`src/rtl/cache_fill_fsm.sv`:
```
// rtl/cache_fill_fsm.sv - cache line fill engine between the I/D caches and multicycle main memory
//
// On a miss, reads the whole block that holds miss_address from main memory. One read request
// goes out per cycle, back-to-back. Each returned word is written into the data array, and then
// the tag is written. fsm_busy stays high for the whole fill so the requesting stage stalls.
//
// Ports
//   clk                in   system clock, all state updates on posedge
//   rst                in   asynchronous, active-low reset
//   miss_detected      in   level miss indication held by the cache
//   miss_address       in   byte address of the missing access
//   fsm_busy           out  fill in progress (registered)
//   mem_read           out  read request to main memory this cycle
//   memory_address     out  byte address of the current request (0 when no request)
//   memory_data_valid  in   memory_data carries a returned word this cycle
//   memory_data        in   returned word
//   write_data_array   out  write fill_data into the data array at fill_word
//   fill_word          out  word offset inside the block for this write (0 when no write)
//   fill_data          out  returned word routed to the data array (0 when no write)
//   write_tag_array    out  one-cycle pulse: write tag and set valid (registered)
//   fill_done          out  one-cycle pulse coincident with write_tag_array (registered)

module cache_fill_fsm #(
  parameter int AWIDTH      = 16,
  parameter int DWIDTH      = 16,
  parameter int BLOCK_WORDS = 8,
  parameter int MEM_LATENCY = 4
) (
  input  logic                           clk,
  input  logic                           rst,
  input  logic                           miss_detected,
  input  logic [AWIDTH-1:0]              miss_address,
  output logic                           fsm_busy,
  output logic                           mem_read,
  output logic [AWIDTH-1:0]              memory_address,
  input  logic                           memory_data_valid,
  input  logic [DWIDTH-1:0]              memory_data,
  output logic                           write_data_array,
  output logic [$clog2(BLOCK_WORDS)-1:0] fill_word,
  output logic [DWIDTH-1:0]              fill_data,
  output logic                           write_tag_array,
  output logic                           fill_done
);

  // Word index width, byte-offset width inside a block (16-bit words), and the
  // request counter width, which needs one extra bit to hold BLOCK_WORDS itself.
  localparam int WORD_W = $clog2(BLOCK_WORDS);
  localparam int OFF_W  = WORD_W + 1;
  localparam int CNT_W  = WORD_W + 1;

  localparam logic [CNT_W-1:0]  ISSUE_MAX = CNT_W'(BLOCK_WORDS);
  localparam logic [WORD_W-1:0] LAST_WORD = WORD_W'(BLOCK_WORDS - 1);
  localparam logic [AWIDTH-1:0] OFF_MASK  = AWIDTH'((1 << OFF_W) - 1);

  // The memory latency does not change this engine: it issues all requests back-to-back
  // and counts returns whenever they arrive. Only sanity-check the parameters here.
  if (BLOCK_WORDS < 2 || (BLOCK_WORDS & (BLOCK_WORDS - 1)) != 0) begin : g_bad_block_words
    $error("cache_fill_fsm: BLOCK_WORDS must be a power of two, at least 2");
  end
  if (MEM_LATENCY < 1) begin : g_bad_latency
    $error("cache_fill_fsm: MEM_LATENCY must be at least 1");
  end
  if (AWIDTH <= OFF_W) begin : g_bad_awidth
    $error("cache_fill_fsm: AWIDTH too small for the block size");
  end

  typedef enum logic [1:0] {
    IDLE = 2'd0,
    FILL = 2'd1,
    TAG  = 2'd2
  } state_t;

  state_t              state;
  logic [CNT_W-1:0]    issue_cnt;
  logic [WORD_W-1:0]   recv_cnt;
  logic [AWIDTH-1:0]   base;

  logic                in_fill;
  logic                last_word;

  // Request and write-side outputs are combinational so a returned word is written in the
  // same cycle it is presented, and the next request goes out in the cycle after the last.
  always_comb begin
    in_fill          = (state == FILL);
    mem_read         = in_fill && (issue_cnt < ISSUE_MAX);
    write_data_array = in_fill && memory_data_valid;
    last_word        = write_data_array && (recv_cnt == LAST_WORD);

    // base has its offset bits cleared, so OR-ing the offset in can never carry
    // into the tag bits; a block near the top of memory stays inside that block.
    memory_address = '0;
    if (mem_read) begin
      memory_address = base | AWIDTH'({issue_cnt[WORD_W-1:0], 1'b0});
    end

    // fill_data follows memory_data whenever a word is being written. It is held at 0
    // otherwise, so every output is quiet while idle or in reset.
    fill_word = '0;
    fill_data = '0;
    if (write_data_array) begin
      fill_word = recv_cnt;
      fill_data = memory_data;
    end
  end

  always_ff @(posedge clk or negedge rst) begin
    if (!rst) begin
      state           <= IDLE;
      issue_cnt       <= '0;
      recv_cnt        <= '0;
      base            <= '0;
      fsm_busy        <= 1'b0;
      write_tag_array <= 1'b0;
      fill_done       <= 1'b0;
    end else begin
      write_tag_array <= 1'b0;
      fill_done       <= 1'b0;

      case (state)
        IDLE: begin
          // Responses arriving while idle belong to nothing in flight and are dropped.
          if (miss_detected) begin
            base      <= miss_address & ~OFF_MASK;
            issue_cnt <= '0;
            recv_cnt  <= '0;
            fsm_busy  <= 1'b1;
            state     <= FILL;
          end
        end

        FILL: begin
          // The miss inputs are not looked at here: the block address stays latched.
          // issue_cnt stops at BLOCK_WORDS because mem_read drops there.
          if (mem_read) begin
            issue_cnt <= issue_cnt + CNT_W'(1);
          end
          if (write_data_array) begin
            recv_cnt <= recv_cnt + WORD_W'(1);
          end
          if (last_word) begin
            write_tag_array <= 1'b1;
            fill_done       <= 1'b1;
            state           <= TAG;
          end
        end

        TAG: begin
          fsm_busy <= 1'b0;
          state    <= IDLE;
        end

        default: begin
          fsm_busy <= 1'b0;
          state    <= IDLE;
        end
      endcase
    end
  end

endmodule

```
`config.mk`:
```
export PLATFORM = sky130hd
export DESIGN_NAME = cache_fill_fsm
export DESIGN_NICKNAME = d
export VERILOG_FILES = /design/src/rtl/cache_fill_fsm.sv
export SDC_FILE = /design/constraint.sdc
export NUM_CORES = 1
export LEC_CHECK = 0
export CORE_MARGIN = 2
export CORE_UTILIZATION = 35
export CTS_BUF_LIST = sky130_fd_sc_hd__clkbuf_8
export DETAILED_ROUTE_END_ITERATION = 10
export PLACE_DENSITY = 0.79
export SETUP_SLACK_MARGIN = 0.1
export SLEW_MARGIN = 10
export SYNTH_ARGS = -nofsm -noshare
export SYNTH_HDL_FRONTEND = slang
export SYNTH_SLANG_ARGS = --single-unit
export TNS_END_PERCENT = 1
```
`constraint.sdc`:
```
create_clock -name clk -period 1.4 [get_ports clk]
set_input_delay 0.28 -clock clk [delete_from_list [all_inputs] [get_ports clk]]
set_output_delay 0.28 -clock clk [all_outputs]
set_load 0.1 [all_outputs]
```
# After elaboration in Yosys (flattened, before gate mapping)
# Cells that the tools add are included.
[classes] multipliers=0 n_div=0 muxes=16 n_shift=0 n_addsub=2 n_bitwise=2 order_cmp=1 reduce_logical=10 n_eq_ne=6
[op_table] cell="$mux 16" n=2
[op_table] cell="$or 16x4->16" n=1
[op_table] cell="$mux 3" n=3
[op_table] cell="$mux 4" n=2
[op_table] cell="$pmux 4 s2" n=1
[op_table] cell="$ne 2x2->1 const B" n=3
[op_table] cell="$pmux 3 s2" n=1
[op_table] cell="$reduce_and 2->1" n=3
[op_table] cell="$reduce_and 3->1" n=2
[op_table] cell="$add 4x1->4 const B" n=1
[op_table] cell="$lt 4x4->1 const B" n=1
[op_table] cell="$mux 2" n=2
[op_table] cell="$pmux 2 s2" n=1
[op_table] cell="$add 3x1->3 const B" n=1
[op_table] cell="$eq 3x3->1 const B" n=1
[op_table] cell="$logic_and 1x1->1" n=3
[op_table] cell="$mux 1" n=3
[op_table] cell="$eq 2x1->1 const B" n=1
[op_table] cell="$logic_not 2->1" n=1
[op_table] cell="$ne 2x1->1 const B" n=1
[op_table] cell="$pmux 1 s2" n=1
[op_table] cell="$reduce_bool 2->1" n=1
[op_table] cell="$not 1->1" n=1
[word_totals] latchBits=0 mem_count=0 register_bits=23 mem_bits_ro=0 ramBits=0

# Longest topological paths before layout
[depth] word_depth=5 depth_mapped=4

# Worst setup path before layout
# No wires, ideal clock.
[synth_timing] path_type="register to output" startpoint="reg state[1]" endpoint="out fill_data[10]" path_slack_ps=-893 arrival_ps=2013 path_stages_with_launch=5 path_cell_list="dfrtp_1 > inv_1 > and3_1 > buf_2 > and2_1"
[synth_between] elab_chain_cells=3
[synth_rtl] element="start: declaration" line="73" source="state_t state;"
[synth_rtl] element="start signal: assignment" line="108" source="state <= IDLE;"
[synth_rtl] element="start signal: assignment" line="127" source="state <= FILL;"
[synth_rtl] element="start signal: assignment" line="143" source="state <= TAG;"
[synth_rtl] element="$eq 2x1->1" line="84" source="in_fill = (state == FILL);"
[synth_rtl] element="$logic_and 1x1->1" line="86" source="write_data_array = in_fill && memory_data_valid;"
[synth_rtl] element="net write_data_array" line="38" source="output logic write_data_array,"
[synth_rtl] element="$mux 16" line="100" source="if (write_data_array) begin"
[synth_rtl] element="end: declaration" line="40" source="output logic [DWIDTH-1:0] fill_data,"
# The timed path passes the listed nets, and every way through them passes these cells.

# Worst setup path after layout
[layout_timing] startpoint="reg state[1]" endpoint="out fill_word[0]"
[layout_between] elab_chain_cells=3
[layout_rtl] element="$eq 2x1->1" line="84"
[layout_rtl] element="$logic_and 1x1->1" line="86"
[layout_rtl] element="$mux 3" line="100"
[layout_rtl] element="end: declaration" line="39" source="output logic [$clog2(BLOCK_WORDS)-1:0] fill_word,"
# Every way passes these cells.

==> results.sh <==
export IMPL_ys_seq_elements=23
export IMPL_cp_startpoint="state[1]"
export IMPL_hp_class="in -> async"
export IMPL_area_growth_synth_to_final_pct=113.3
export IMPL_final_hold_violation_count=0
export IMPL_synth_area_sq_um=1281
export IMPL_start_util_pct=37.51
export IMPL_diodes=0
export IMPL_ys_seq_area_share_pct=44.92
export IMPL_antenna_found_initial=0
export IMPL_syn_nets=152
export IMPL_fin_skew_ps=6.704
export IMPL_setup_violations=49
export IMPL_path_clk_slew_ps=80
export IMPL_synth_simple_area_share_pct=25.98
export IMPL_grt_usage_pct=19.74
export IMPL_synthAdderAreaFrac_pct=2.930
export IMPL_clock_sinks=23
export IMPL_critPathMaxStageDelay_ps=480
export IMPL_nFillCells=202
export IMPL_final_cell_mix="42 x buf_12, 30 x clkdlybuf4s50_1, 20 x and2_4, 19 x dfrtp_1, 18 x and3_4"
export IMPL_cts_tree="yes"
export IMPL_fin_util_pct=80.00
export IMPL_detail_route_antenna_nets=0
export IMPL_path_cells="inv_4 -> and3_4 -> and2_4 -> buf_12"
export IMPL_detailed_place_hpwl_um=2699
export IMPL_synthArstFlopShare_pct=100.0
export IMPL_h_tree_depth=1
export IMPL_synth_compound_area_share_pct=5.176
export IMPL_synthMuxAreaShare_pct=14.55
export IMPL_violations="negative setup slack"
export IMPL_cts_root_buf="clkbuf_8"
export IMPL_final_common_cell="buf_12"
export IMPL_rsz0062_at_grt="yes"
export IMPL_fin_nets=235
export IMPL_multi_input_area_sq_um=803.3
export IMPL_vias_per_cell=5.071
export IMPL_drv_cap=0
export IMPL_grt_pass1_wl_um=6423
export IMPL_r2r_start="state[1]"
export IMPL_die_h_um=64.51
export IMPL_core_area_sq_um=3416
export IMPL_insertion_delay_ps=260
export IMPL_synth_edf_count=0
export IMPL_path_class="reg -> out"
export IMPL_cts_made_buffers=3
export IMPL_routed_wl_um=3854
export IMPL_drive_gt1_share_pct=60.51
export IMPL_fp_row_count=21
export IMPL_clk_path_buf_depth=2
export IMPL_arrival_ps=1410
export IMPL_grt_ovfl_total=0
export IMPL_maxSlewViolCount=0
export IMPL_avgRoutedWirePerCell_um=15.99
export IMPL_ios=76
export IMPL_setup_slack_ps=-285.3
export IMPL_max_freq_ghz=0.5934
export IMPL_crit_required_ps=1120
export IMPL_end_kind="output pin"
export IMPL_die_x_um=64.51
export IMPL_num_vias=1222
export IMPL_synth_ff_type="dfrtp_1"
export IMPL_synth_top_family_by_area="simple AND/OR/NAND/NOR gates"
export IMPL_syn_inst=113
export IMPL_cp_start_kind="register"
export IMPL_io_buffers=70
export IMPL_drtIter0Drc=40
export IMPL_outcome="complete, but fails checks"
export IMPL_drtPass1Iterations=4
export IMPL_grt_max_degree=26
export IMPL_crit_slowest_cell="dfrtp_2"
export IMPL_cp_max_fo=6
export IMPL_drc=0
export IMPL_grt_pass1_vias=1300
export IMPL_layout_area_seq_sq_um=580.6
export IMPL_yosysWarningCount=0
export IMPL_min_period_over_period_pct=120.4
export IMPL_die_area_sq_um=4161
export IMPL_avgSynthCellArea_sq_um=11.34
export IMPL_gp_congestion=0.7295
export IMPL_fin_crit_ps=1685
export IMPL_synth_xor_area_share_pct=0.6836
export IMPL_synth_distinct_cells=28
## cell type report
cell class | instances | area share, %
tap | 46 | 2.106
multi-input combinational | 83 | 29.40
clock buffer | 3 | 1.511
inverter | 1 | 0.2289
timing repair buffer | 84 | 45.38
clock inverter | 1 | 0.1374
sequential | 23 | 21.25
## flip-flops by register name, summed over array words and instances, names as in the netlist
register	flops
state	2
issue_cnt	4
fsm_busy	1
recv_cnt	3
fill_done	1
base	12
## metrics by stage
stage / TNS [ps] / cells / hold WS (ps) / instance area, sq um / setup slack (ps)
floorplan: -3714 / 113 / -15.59 / 1415 / -136.7
global placement: -8675 / 230 / 485.4 / 2580 / -323.2
detailed placement: -9620 / 230 / 495.7 / 2580 / -359.8
CTS: -11950 / 240 / 376.0 / 2691 / -295.3
global route: -14250 / 241 / 393.6 / 2733 / -338.8
finish: -11500 / 241 / 375.7 / 2733 / -285.3
## final timing paths
kind                                     end  slack (ps)  cells past startpoint
worst max-delay path            fill_word[0]        -290                      4
worst min-delay path                base[12]         380                      2
worst max register to register       base[4]        -200                      5
worst min register to register       base[4]         520                      1
max in group asynchronous          fill_done         770                      2
min in group clk                     base[4]         520                      1
## critical path, delay by kind of cell, from the launching register on
kind | cells | cell delay, ps
buffers and inverters | 2 | 270
and+or+nand+nor | 2 | 410
DFF | 1 | 480
## cells by family after synthesis
logic type | count (synthesis)
muxes | 14
buffers and inverters | 10
xor gates and xnor gates | 1
adders and majority gates | 3
and+or+nand+nor | 53
DFF | 23
other | 1
AOI/OAI and AO/OA | 8
## cell usage after synthesis, types with 2 or more instances
master / number / area (sq um)
dfrtp_1: 23 / 575.6
and2_1: 22 / 137.6
and3_1: 16 / 100.1
mux2_4: 8 / 120.1
mux2_2: 5 / 56.30
a22o_1: 4 / 35.03
clkbuf_1: 4 / 15.01
nand2_1: 4 / 15.01
ha_1: 3 / 37.54
buf_4: 2 / 15.01
nand3_1: 2 / 10.01
nand4_1: 2 / 12.51
nor2_1: 2 / 7.510
nor2b_1: 2 / 12.51
## metal layers
| layer | global-route usage [%] | part of all wire [%] | wire [um] |
|---|---|---|---|
| met1 | 22.26 | 38 | 1456 |
| met3 | 6.944 | 10 | 396 |
| met5 | 0 | 0 | 0 |
| met2 | 35.03 | 50 | 1926 |
| met4 | 5.851 | 1.9 | 74 |
## repair_timing
item / in CTS / in global routing
cloned: 3 / 0
gates resized for setup: 8 / 10
pin swaps: 10 / 9
endpoints found under the setup margin: 52 / 57
setup buffers: 3 / 1
hold buffers: 0 / 0
Power is left out: the tool's default activity adds up to more than one toggle a clock period on the data nets, which glitch-free logic cannot reach.
